$ cat src/rtl/sd_seq_pkg.sv
// Shared types and helpers for the kin sequencer: FSM state encoding, default sizes
// and the signed glide-step calculation.
package sd_seq_pkg;

  localparam int unsigned BitwidthDefault  = 40;
  localparam int unsigned DepthDefault     = 8;
  localparam int unsigned RampShiftDefault = 2;
  localparam int unsigned DwellWDefault    = 24;

  // Widest tuning word the step helper supports; callers zero-extend into it.
  localparam int unsigned StepMaxW = 64;

  typedef enum logic [2:0] {
    StIdle,
    StLoad,
    StRamp,
    StDwell,
    StFin
  } seq_state_e;

  // Signed difference is exact at StepMaxW+1 bits for any zero-extended narrower
  // word, so truncating the floor-shifted result to the caller's width gives the
  // modular per-cycle increment.
  function automatic logic [StepMaxW-1:0] calc_step(input logic [StepMaxW-1:0] target,
                                                    input logic [StepMaxW-1:0] cur,
                                                    input int unsigned shift);
    logic signed [StepMaxW:0] diff;
    diff = $signed({1'b0, target}) - $signed({1'b0, cur});
    diff = diff >>> shift;
    return diff[StepMaxW-1:0];
  endfunction

endpackage

$ cat src/rtl/sd_kin_ramp.sv
// Glide engine: owns kin_out, the per-cycle step and the ramp counter. Walks from the
// current word towards a loaded target and snaps onto it on the last ramp cycle.
module sd_kin_ramp
  import sd_seq_pkg::*;
#(
  parameter int unsigned BITWIDTH   = BitwidthDefault,
  parameter int unsigned RAMP_SHIFT = RampShiftDefault
) (
  input  logic                clk,
  input  logic                reset,
  input  logic                load_i,
  input  logic [BITWIDTH-1:0] target_i,
  input  logic                advance_i,
  output logic [BITWIDTH-1:0] kin_o,
  output logic                ramp_last_o
);

  localparam int unsigned CntW = (RAMP_SHIFT == 0) ? 1 : RAMP_SHIFT;
  localparam logic [CntW-1:0] CntLast = CntW'((1 << RAMP_SHIFT) - 1);

  logic [BITWIDTH-1:0] kin_q, kin_d;
  logic [BITWIDTH-1:0] target_q, target_d;
  logic [BITWIDTH-1:0] step_q, step_d;
  logic [CntW-1:0]     cnt_q, cnt_d;

  always_comb begin
    kin_d    = kin_q;
    target_d = target_q;
    step_d   = step_q;
    cnt_d    = cnt_q;
    if (load_i) begin
      target_d = target_i;
      step_d   = BITWIDTH'(calc_step(StepMaxW'(target_i), StepMaxW'(kin_q), RAMP_SHIFT));
      cnt_d    = '0;
    end else if (advance_i) begin
      // Final cycle lands exactly on target, absorbing the floor rounding of step.
      if (cnt_q == CntLast) begin
        kin_d = target_q;
      end else begin
        kin_d = kin_q + step_q;
        cnt_d = cnt_q + CntW'(1);
      end
    end
  end

  always_ff @(posedge clk or posedge reset) begin
    if (reset) begin
      kin_q    <= '0;
      target_q <= '0;
      step_q   <= '0;
      cnt_q    <= '0;
    end else begin
      kin_q    <= kin_d;
      target_q <= target_d;
      step_q   <= step_d;
      cnt_q    <= cnt_d;
    end
  end

  assign kin_o       = kin_q;
  assign ramp_last_o = (cnt_q == CntLast);

endmodule

$ cat src/rtl/sd_kin_sequencer.sv
// Tuning-word scheduler for the sigma-delta generator: steps through a small table,
// gliding between entries and dwelling on each for a programmable number of cycles.
module sd_kin_sequencer
  import sd_seq_pkg::*;
#(
  parameter int unsigned BITWIDTH   = BitwidthDefault,
  parameter int unsigned DEPTH      = DepthDefault,
  parameter int unsigned RAMP_SHIFT = RampShiftDefault,
  parameter int unsigned DWELL_W    = DwellWDefault
) (
  input  logic                       clk,
  input  logic                       reset,
  input  logic                       cfg_we,
  input  logic [$clog2(DEPTH)-1:0]   cfg_addr,
  input  logic [BITWIDTH-1:0]        cfg_wdata,
  input  logic [$clog2(DEPTH):0]     cfg_len,
  input  logic [DWELL_W-1:0]         dwell_cycles,
  input  logic                       loop_en,
  input  logic                       start,
  input  logic                       stop,
  output logic [BITWIDTH-1:0]        kin_out,
  output logic                       kin_upd,
  output logic [$clog2(DEPTH)-1:0]   seg_idx,
  output logic                       busy,
  output logic                       done
);

  localparam int unsigned AddrW = $clog2(DEPTH);
  localparam int unsigned LenW  = AddrW + 1;

  seq_state_e state_q, state_d;

  logic [BITWIDTH-1:0] tbl_q [DEPTH];
  logic [BITWIDTH-1:0] tbl_d [DEPTH];

  logic [AddrW-1:0]   seg_idx_q, seg_idx_d;
  logic [DWELL_W-1:0] dwell_cnt_q, dwell_cnt_d;
  logic [LenW-1:0]    len_q, len_d;
  logic [DWELL_W-1:0] dwell_q, dwell_d;
  logic               loop_q, loop_d;
  logic               kin_upd_q, kin_upd_d;
  logic               done_q, done_d;

  logic               ramp_load, ramp_adv, ramp_last;
  logic               len_ok, last_seg, dwell_end;
  logic [DWELL_W-1:0] dwell_lim;

  assign len_ok    = (cfg_len != '0) && (cfg_len <= LenW'(DEPTH));
  assign last_seg  = (LenW'(seg_idx_q) + LenW'(1)) == len_q;
  // A programmed dwell of zero still holds the target for one cycle.
  assign dwell_lim = (dwell_q == '0) ? '0 : dwell_q - DWELL_W'(1);
  assign dwell_end = (dwell_cnt_q == dwell_lim);

  always_comb begin
    tbl_d = tbl_q;
    if (cfg_we) tbl_d[cfg_addr] = cfg_wdata;
  end

  always_comb begin
    state_d     = state_q;
    seg_idx_d   = seg_idx_q;
    dwell_cnt_d = dwell_cnt_q;
    len_d       = len_q;
    dwell_d     = dwell_q;
    loop_d      = loop_q;
    kin_upd_d   = 1'b0;
    done_d      = 1'b0;
    ramp_load   = 1'b0;
    ramp_adv    = 1'b0;

    // stop overrides everything, including a coincident start in IDLE.
    if (stop) begin
      state_d = StIdle;
    end else begin
      unique case (state_q)
        StIdle: begin
          if (start && len_ok) begin
            len_d     = cfg_len;
            dwell_d   = dwell_cycles;
            loop_d    = loop_en;
            seg_idx_d = '0;
            state_d   = StLoad;
          end
        end
        StLoad: begin
          ramp_load = 1'b1;
          state_d   = StRamp;
        end
        StRamp: begin
          ramp_adv  = 1'b1;
          kin_upd_d = 1'b1;
          if (ramp_last) begin
            dwell_cnt_d = '0;
            state_d     = StDwell;
          end
        end
        StDwell: begin
          if (dwell_end) begin
            if (!last_seg) begin
              seg_idx_d = seg_idx_q + AddrW'(1);
              state_d   = StLoad;
            end else if (loop_q) begin
              seg_idx_d = '0;
              state_d   = StLoad;
            end else begin
              state_d = StFin;
            end
          end else begin
            dwell_cnt_d = dwell_cnt_q + DWELL_W'(1);
          end
        end
        StFin: begin
          done_d  = 1'b1;
          state_d = StIdle;
        end
        default: state_d = StIdle;
      endcase
    end
  end

  always_ff @(posedge clk or posedge reset) begin
    if (reset) begin
      state_q     <= StIdle;
      seg_idx_q   <= '0;
      dwell_cnt_q <= '0;
      len_q       <= '0;
      dwell_q     <= '0;
      loop_q      <= 1'b0;
      kin_upd_q   <= 1'b0;
      done_q      <= 1'b0;
      for (int i = 0; i < int'(DEPTH); i++) tbl_q[i] <= '0;
    end else begin
      state_q     <= state_d;
      seg_idx_q   <= seg_idx_d;
      dwell_cnt_q <= dwell_cnt_d;
      len_q       <= len_d;
      dwell_q     <= dwell_d;
      loop_q      <= loop_d;
      kin_upd_q   <= kin_upd_d;
      done_q      <= done_d;
      tbl_q       <= tbl_d;
    end
  end

  sd_kin_ramp #(
    .BITWIDTH  (BITWIDTH),
    .RAMP_SHIFT(RAMP_SHIFT)
  ) u_ramp (
    .clk        (clk),
    .reset      (reset),
    .load_i     (ramp_load),
    .target_i   (tbl_q[seg_idx_q]),
    .advance_i  (ramp_adv),
    .kin_o      (kin_out),
    .ramp_last_o(ramp_last)
  );

  assign kin_upd = kin_upd_q;
  assign seg_idx = seg_idx_q;
  assign busy    = (state_q != StIdle);
  assign done    = done_q;

endmodule

$ cat config.mk
export PLATFORM = sky130hd
export DESIGN_NAME = sd_kin_sequencer
export DESIGN_NICKNAME = d
export VERILOG_FILES = /design/src/rtl/sd_seq_pkg.sv /design/src/rtl/sd_kin_ramp.sv /design/src/rtl/sd_kin_sequencer.sv
export SDC_FILE = /design/constraint.sdc
export NUM_CORES = 1
export LEC_CHECK = 0
export CAP_MARGIN = 20
export CELL_PAD_IN_SITES_DETAIL_PLACEMENT = 0
export CELL_PAD_IN_SITES_GLOBAL_PLACEMENT = 1
export CORE_MARGIN = 2
export CORE_UTILIZATION = 50
export CTS_CLUSTER_DIAMETER = 50
export DETAILED_ROUTE_END_ITERATION = 10
export PLACE_DENSITY_LB_ADDON = 0.2
export SYNTH_ARGS = -nofsm -noshare
export SYNTH_HDL_FRONTEND = slang
export SYNTH_SLANG_ARGS = --single-unit
$ cat constraint.sdc
create_clock -name clk -period 50.4 [get_ports clk]
set_input_delay 10.08 -clock clk [delete_from_list [all_inputs] [get_ports clk]]
set_output_delay 10.08 -clock clk [all_outputs]
set_load 0.005 [all_outputs]
* Word level (Yosys, flattened, before mapping)
Cells that the tools add are included.
** Storage, ports and cells
- Register bits :: 503
- Output and inout bits :: 46
- Bits of input ports :: 77
- Logic and storage cells :: 99
** Operators by class
- Order comparisons :: 4
- Add/sub/neg operators :: 7
- Bitwise gates (word level) :: 4
- Reductions and logical operators :: 16
- Multiplexer cells :: 32
- Equal/unequal tests :: 16
** Operator list (number)
- bitwise mux 320 bit :: 1
- two-way mux 40 bit :: 4
- binary-select mux 40 bit (select 3 bit) :: 1
- demux 40 bit (select 3 bit) :: 1
- two-way mux 24 bit :: 3
- case mux 24 bit (2 select lines) :: 1
- subtractor 40 x 40 -> 41 bit :: 1
- adder 40 bit :: 1
- two-way mux 3 bit :: 10
- adder 24 x 1 -> 24 bit (second input constant) :: 1
- == test 24 bit :: 1
- zero test 24 bit :: 1
- subtractor 24 x 1 -> 24 bit (second input constant) :: 1
- inequality test 3 bit (second input constant) :: 4
- case mux 3 bit (4 select lines) :: 1
- inequality test 2 bit (second input constant) :: 5
- >= comparator 4 bit (second input constant) :: 2
- NOT 3 -> 4 bit :: 2
- == test 3 x 2 -> 1 bit (second input constant) :: 2
- two-way mux 1 bit :: 6
- two-way mux 2 bit :: 3
- case mux 3 bit (2 select lines) :: 1
- AND reduction 3 bit :: 2
- nonzero test 2 bit :: 3
- other kinds (17) :: 21

* Longest topological paths before layout
Gate-level depths: netlist (run 1).
- Depth in word-level cells :: 6
- Mapped depth :: 18
- Gate-level depth less buffers :: 15

* Hierarchy
Synthesis (run 1) repeated with hierarchy kept, for this count alone.
** Second synthesis, totals
- Cells, all modules :: 2261
- Area total of the unflattened synthesis :: 27402.5 µm²
** By module, submodules not included
- sd_kin_sequencer :: cells each 1300, area each 18594.1 µm², instances 1, seq. area each 9534.1 µm²
- sd_kin_ramp :: cells each 961, area each 8808.4 µm², instances 1, seq. area each 3027.9 µm²

* Worst setup path after synthesis (run 1)
No wires, ideal clock.
- Kind :: input to register
- Start point :: input port cfg_len[0]
- End point :: register dwell_q[0]
- Path buffers :: 2
- Library setup time :: 0.125 ns
- Setup slack :: 38.715 ns
- Arrival time :: 11.560 ns
- Stages :: 6
- Data required time :: 50.275 ns
- Path through :: nor3_1 > xnor2_1 > nand4_1 > clkbuf_1 > clkbuf_1 > mux2_2
** On the way
- Longest elaborated chain between the ends :: 4
- Elaborated cells on any way between the ends :: 5
- Classes of those cells :: order compare (1); reduce/logical (4)
** RTL lines
- start: declaration :: line sd_kin_sequencer.sv:16 : input logic [$clog2(DEPTH):0] cfg_len,
- <= comparator 4 bit or nonzero test 4 bit (tied branches) :: line sd_kin_sequencer.sv:48 : assign len_ok = (cfg_len != '0) && (cfg_len <= LenW'(DEPTH));
- logical AND 1 bit * :: line sd_kin_sequencer.sv:48
- logical AND 1 bit * :: line sd_kin_sequencer.sv:77 : if (start && len_ok) begin
- AND reduction 3 bit (no source line) *
- end signal: assignment :: line sd_kin_sequencer.sv:137 : dwell_q <= dwell_d;
- end: declaration :: line sd_kin_sequencer.sv:39 : logic [DWELL_W-1:0] dwell_q, dwell_d;
Every way passes the cells marked *; elsewhere a longest branch is shown, timed or not.
A chain may end at the register's enable or synchronous reset.

* Worst setup path in the final report (run 1)
- Start point :: input port stop
- End point :: register u_ramp.kin_q[39], in the netlist u_ramp.kin_o[39]
** On the way
- Longest elaborated chain between the ends :: 3
- Elaborated cells on any way between the ends :: 4
- Classes of those cells :: mux (2); bitwise (1); reduce/logical (1)
** RTL lines
- start: declaration :: line sd_kin_sequencer.sv:20 : input logic stop,
- two-way mux 1 bit :: line sd_kin_sequencer.sv:72 : if (stop) begin
- NOT 1 bit (no source line)
- AND reduction 2 bit (no source line) *
- end signal: assignment :: line sd_kin_ramp.sv:53 : kin_q <= kin_d;
- end: declaration :: line sd_kin_ramp.sv:21 : logic [BITWIDTH-1:0] kin_q, kin_d;
Marks and branches as above.

==> impl_metrics.toml, run 1 <==
[place]
dp_hpwl_um = 44700
io_buffer_count = 122
place_congestion = 0.878
dp_cells = 3019

[global_routing]
grt_pass1_wl_um = 107000
grt_usage_pct = 25.3
antenna_found_initial = 7
grt_max_degree = 187
overflow = 0
first_global_vias = 18900

[route]
drtIter0Drc = 1137
ant_nets = 0
num_vias = 18500
drc_errors = 0
drtPass1Iterations = 5
wl_um = 66900
avgRoutedWirePerCell_um = 21.3
viasPerCell = 5.88

[worst_setup_path]
worst_r2r_path_depth = 17
critical_path.endpoint_type = "flop"
required_ns = 50.86
worst-path-max-fanout = 56
crit_type = "input pin to flop"
cp.arrival_ns = 12.70
start_kind = "input pin"

[hold_path]
min_path_cells = 2
hp-class = "flop to flop"

[cells_and_area]
syn_to_final_growth_pct = 15.1
fin_nets = 2560
drive_above_1_share_pct = 24.1
finalNonFillerCells = 3139

[yosys]
yosysSeqAreaShare_pct = 47.5
netlist_area_mm2 = 0.0264
syn_nets = 2462
synth-edff-count = 0
ys_seq_elements = 502
synthDistinctLibCells = 81
ys_warn_count = 0
syn_avg_cell_area_um2 = 11.5
async_reset_ff_share_pct = 100
syn_inst = 2302
synthFlopType = "dfrtp_1"

[sta]
rsz0062_at_grt = "no"
maxSlewHeadroom_pct = 29.3
finalCritPeriodShare_pct = 24.3
clock_skew_ns = 0.0262
worst_pin_slew_ns = 1.05
maxSlewViolCount = 0
setup_viol = 0
finalHoldViolations = 0
max_freq_ghz = 0.0817
final.setup.tns_ns = 0
min_period_ns = 12.24

[floorplanning]
rows = 84
die_y_um = 234
start_util_pct = 50.4
fp.dieArea_mm2 = 0.0547
die_w_um = 234
num_io_pins = 123
coreArea_mm2 = 0.0524

[clock_network]
clkTransAtPathRegs_ns = 0.06
postCtsSetupRepairBufs = 0
hold_buffers = 0
cts_buffer_depth = 3
htreeDepth = 3
numCtsBuffers = 66
post_cts_resized = 0
root_buffer = "clkbuf_16"
cts_tree = "done"
cts_sinks = 502
clock_latency_ns = 0.61

[power]
switchingPower_mw = 0.615
p_int_mw = 1.09
max-vdd-ir-drop_mv = 0.0393
sw_frac_of_total_pct = 36.0
power_frac_comb_pct = 38.4
seqPwrFrac_pct = 35.0
clkPwrFrac_pct = 26.6
p_leak_nw = 13.1
power.density_mw_per_mm2 = 56.1

[flow_run]
cap_violations = 0

[run_status]
status = "complete, no violations"
[final timing paths]
kind | slack [ns] | to | start
worst max-delay path | 38.16 | u_ramp.kin_o[39] | stop
worst min register to register | 0.49 | u_ramp.step_q[9] | u_ramp.step_q[9]
min in group asynchronous | 10.08 | tbl_q[203] | reset
max in group asynchronous | 38.72 | u_ramp.target_q[23] | reset
worst max register to register | 44.09 | u_ramp.step_q[37] | seg_idx[0]
worst min-delay path | 0.49 | u_ramp.step_q[9] | u_ramp.step_q[9]
[cell type report]
class	instances	area, µm²
multi-input combinational	1608	13200
antenna	1	2.50
clock inverter	35	350
sequential	502	12600
clock buffer	83	1770
inverter	75	289
timing repair buffer	147	1430
tap	688	861
fill	4337	22000
[cells by family after synthesis]
family | Yosys count | share of synthesized area, %
AND/OR/NAND/NOR | 568 | 10.0
flip-flops | 502 | 47.5
multiplexers | 439 | 22.0
AO/OA/AOI/OAI | 410 | 9.94
buffers and inverters | 192 | 2.82
XOR/XNOR | 108 | 3.74
adder cells (fa/ha/maj) | 83 | 3.96
[layer usage]
metal / routed length [µm] / GRT usage [%] / share of wire, % / up-vias
met1: 32400 / 37.3 / 48 / 9384
met5: 61 / 0 / 0.091 / -
met2: 30200 / 38.7 / 45 / 389
met4: 893 / 6.19 / 1.3 / 10
li1: - / - / - / 8591
met3: 3380 / 4.54 / 5.0 / 80
[per-stage QoR]
stage	setup WS [ns]	util, %	hold WS [ns]	area [µm²]	total power, mW
after global placement	37.41	53.9	0.468	28300	1.23
after floorplan	26.30	-	0.443	26400	1.06
after detailed placement	37.37	53.9	0.476	28300	1.25
after CTS	37.99	58.0	0.488	30400	1.71
final	38.16	58.0	0.487	30400	1.71
after global routing	37.97	58.0	0.511	30400	1.82
[power by group through the flow]
stage | registers (mW) | logic [mW] | clock network, mW
6_report | 0.597 | 0.655 | 0.454
5_1_grt | 0.611 | 0.731 | 0.482
4_1_cts | 0.596 | 0.653 | 0.464
3_5_place_dp | 0.603 | 0.648 | 0
3_3_place_gp | 0.596 | 0.638 | 0
2_1_floorplan | 0.569 | 0.486 | 0
[cells in the mapped netlist, types with 44 or more instances]
cell type	instances	area (µm²)
a21oi_1	100	500
a31oi_1	48	300
clkbuf_1	74	278
dfrtp_1	502	12600
ha_1	82	1030
inv_1	74	278
mux2_2	352	3960
mux4_2	78	1760
nand2_1	225	845
nand3_1	44	220
nor2_1	136	510
o21ai_0	93	465
xnor2_1	55	482
xor2_1	50	438
[registers in the layout, indices dropped and copies added (netlist names)]
name / count
kin_upd: 1
done: 1
dwell_cnt_q: 24
len_q: 4
u_ramp.kin_o: 40
loop_q: 1
u_ramp.cnt_q: 2
dwell_q: 24
u_ramp.target_q: 40
tbl_q: 320
u_ramp.step_q: 39
state_q: 3
seg_idx: 3
[layout by cell type, fill, tap and decap left out, drive strengths merged, types with 5 or more instances in the layout]
| master | n |
|---|---|
| o21ai | 94 |
| or3 | 19 |
| clkdlybuf4s50 | 122 |
| mux4 | 78 |
| nand3b | 5 |
| nor4 | 12 |
| nand2 | 225 |
| nor2 | 136 |
| inv | 91 |
| a21o | 42 |
| nand2b | 11 |
| o31ai | 16 |
| nand4 | 20 |
| o221ai | 5 |
| a21oi | 100 |
| mux2 | 352 |
| a31o | 5 |
| clkbuf | 83 |
| ha | 82 |
| xnor2 | 55 |
| nor3 | 25 |
| o21a | 8 |
| a31oi | 48 |
| dfrtp | 502 |
| clkinv | 14 |
| nor3b | 5 |
| and2 | 7 |
| or4 | 7 |
| xor2 | 50 |
| and3 | 21 |
| a211oi | 35 |
| nor2b | 13 |
| o21bai | 9 |
| nand3 | 44 |
| buf | 25 |
| mux2i | 9 |
[worst max-delay path: stages]
cell,delay [ns]
clkdlybuf4s50_1,0.51
nor2_1,0.31
nand3b_1,0.12
buf_4,0.31
inv_1,0.11
buf_4,0.29
nand2b_1,0.38
nor4_1,0.43
nor4_1,0.10
(Power assumes the default switching activity.)
==> run 2, diff against run 1 <==
- CORE_UTILIZATION: 50 -> 45
- clock period: 50.4 -> 9.8 ns (I/O delays scaled with it)
==> impl_metrics.toml, run 2 (synthesized netlist as in run 1, its figures left out) <==
[place]
dp_hpwl_um = 46500
io_buffer_count = 122
place_congestion = 0.850
pre_cts_ws_ns = 3.42

[route]
viasPerCell = 5.79
wl_um = 70100
drtPass1Iterations = 5
drtIter0Drc = 1364
drc_errors = 0
ant_nets = 0
avgRoutedWirePerCell_um = 21.7
num_vias = 18700

[clock_network]
clkTransAtPathRegs_ns = 0.06
post_cts_resized = 0
postCtsSetupRepairBufs = 0
clock_latency_ns = 0.62
htreeDepth = 3
root_buffer = "clkbuf_16"
cts_sinks = 502
numCtsBuffers = 68
cts_buffer_depth = 3
hold_buffers = 0
cts_tree = "done"

[global_routing]
met3_usage_pct = 3.19
grt_usage_pct = 23.5
antenna_found_initial = 1
busiest_layer = "met2"
met2_usage_pct = 36.2
use_met1_pct = 35.2
first_global_vias = 19000
grt_max_degree = 155
overflow = 0
grt_pass1_wl_um = 110000

[run_status]
status = "complete, no violations"

[sta]
rsz0062_at_grt = "no"
min_period_ns = 6.25
clock_skew_ns = 0.0269
timing.final.ws_setup_ns = 3.55
maxSlewHeadroom_pct = 30.8
finalCritPeriodShare_pct = 63.8
worst_pin_slew_ns = 1.04
final.setup.tns_ns = 0
max_freq_ghz = 0.160
setup_viol = 0
whs_ns = 0.481
finalHoldViolations = 0
maxSlewViolCount = 0

[floorplanning]
coreArea_mm2 = 0.0579
num_io_pins = 123
start_util_pct = 45.6
rows = 88
fp.dieArea_mm2 = 0.0607
die_w_um = 246
die_y_um = 246

[worst_setup_path]
worst-path-max-fanout = 45
slowest_stage = "dfrtp_4"
critical_path.endpoint_type = "flop"
crit_top_cell = "o21ai_0"
start_kind = "flop"
required_ns = 10.31
crit_type = "flop to flop"
critPathMaxStageDelay_ns = 1.02
cp.arrival_ns = 6.76
path_cells = "buf_4, mux4_2, nand2_1, nand2_1, ha_1, nand2_1, a2111oi_0, o21ai_0, a21oi_1, o31ai_1, o21ai_0, a211oi_1, o21ai_0, a31oi_1, xor2_1, o21ai_0"
cp_num_buf_inv = 1
critical-path-top-delay-family = "compound AO/OA/AOI/OAI gates"

[power]
fin_total_pwr_mw = 8.93
max-vdd-ir-drop_mv = 0.140
p_leak_nw = 13.2
power.density_mw_per_mm2 = 290

[cells_and_area]
layout_common_cells = "499 x dfrtp_1, 352 x mux2_2, 225 x nand2_1, 136 x nor2_1, 122 x clkdlybuf4s50_1"
fin_nets = 2563
top_register = "tbl_q"
final_common_cell = "dfrtp_1"
syn_to_final_growth_pct = 16.4
largest_reg_flops = 320
drive_above_1_share_pct = 24.6
nFillCells = 5103

[hold_path]
hp-class = "flop to flop"

[flow_run]
cap_violations = 0
-- run 2: cell type report --
| cell class | count | area (µm²) | share of cell area, % |
|---|---|---|---|
| diodes | 1 | 2.50 | 0.00813 |
| inverters | 75 | 285 | 0.927 |
| repair buffers | 148 | 1470 | 4.76 |
| clock inverters | 37 | 404 | 1.31 |
| multi-input cells | 1608 | 13200 | 42.8 |
| flip-flops and latches | 502 | 12600 | 40.9 |
| well taps | 765 | 957 | 3.11 |
| clock buffers | 89 | 1920 | 6.25 |
-- run 2: worst paths after layout --
check	start	endpoint	slack, ns	depth (start not counted)
max reg2reg	seg_idx[0]	u_ramp.step_q[37]	3.55	16
max	seg_idx[0]	u_ramp.step_q[37]	3.55	16
min in group asynchronous	reset	tbl_q[124]	1.88	2
min	u_ramp.target_q[0]	u_ramp.target_q[0]	0.48	2
min reg2reg	u_ramp.target_q[0]	u_ramp.target_q[0]	0.48	2
max in group asynchronous	reset	tbl_q[258]	6.42	3
-- run 2: report_power, final --
group / internal (mW) / switching (mW)
sequential: 2.64 / 0.447
clock: 1.52 / 0.995
combinational: 1.59 / 1.75
total: 5.75 / 3.19
-- run 2: worst min-delay path, cell delays in order, from the launching register on --
cell and delay (ns):
dfrtp_1 0.34, nand2_1 0.05, o21ai_0 0.06
-- run 2: per-layer routing --
layer	vias to the layer above	share of wire [%]
met4	0	1.8
met5	-	0
met3	80	3.8
li1	8610	-
met2	361	45
met1	9610	49
-- run 2: through the flow --
| step | instance area [µm²] | utilization (%) | cells |
|---|---|---|---|
| finish | 30800 | 53.1 | 3225 |
| global route | 30800 | 53.1 | 3225 |
| CTS | 30700 | 53.1 | 3223 |
| detailed placement | 28400 | 49.0 | 3097 |
| global placement | 28400 | 49.0 | 3096 |
| floorplan | 26400 | - | 2302 |
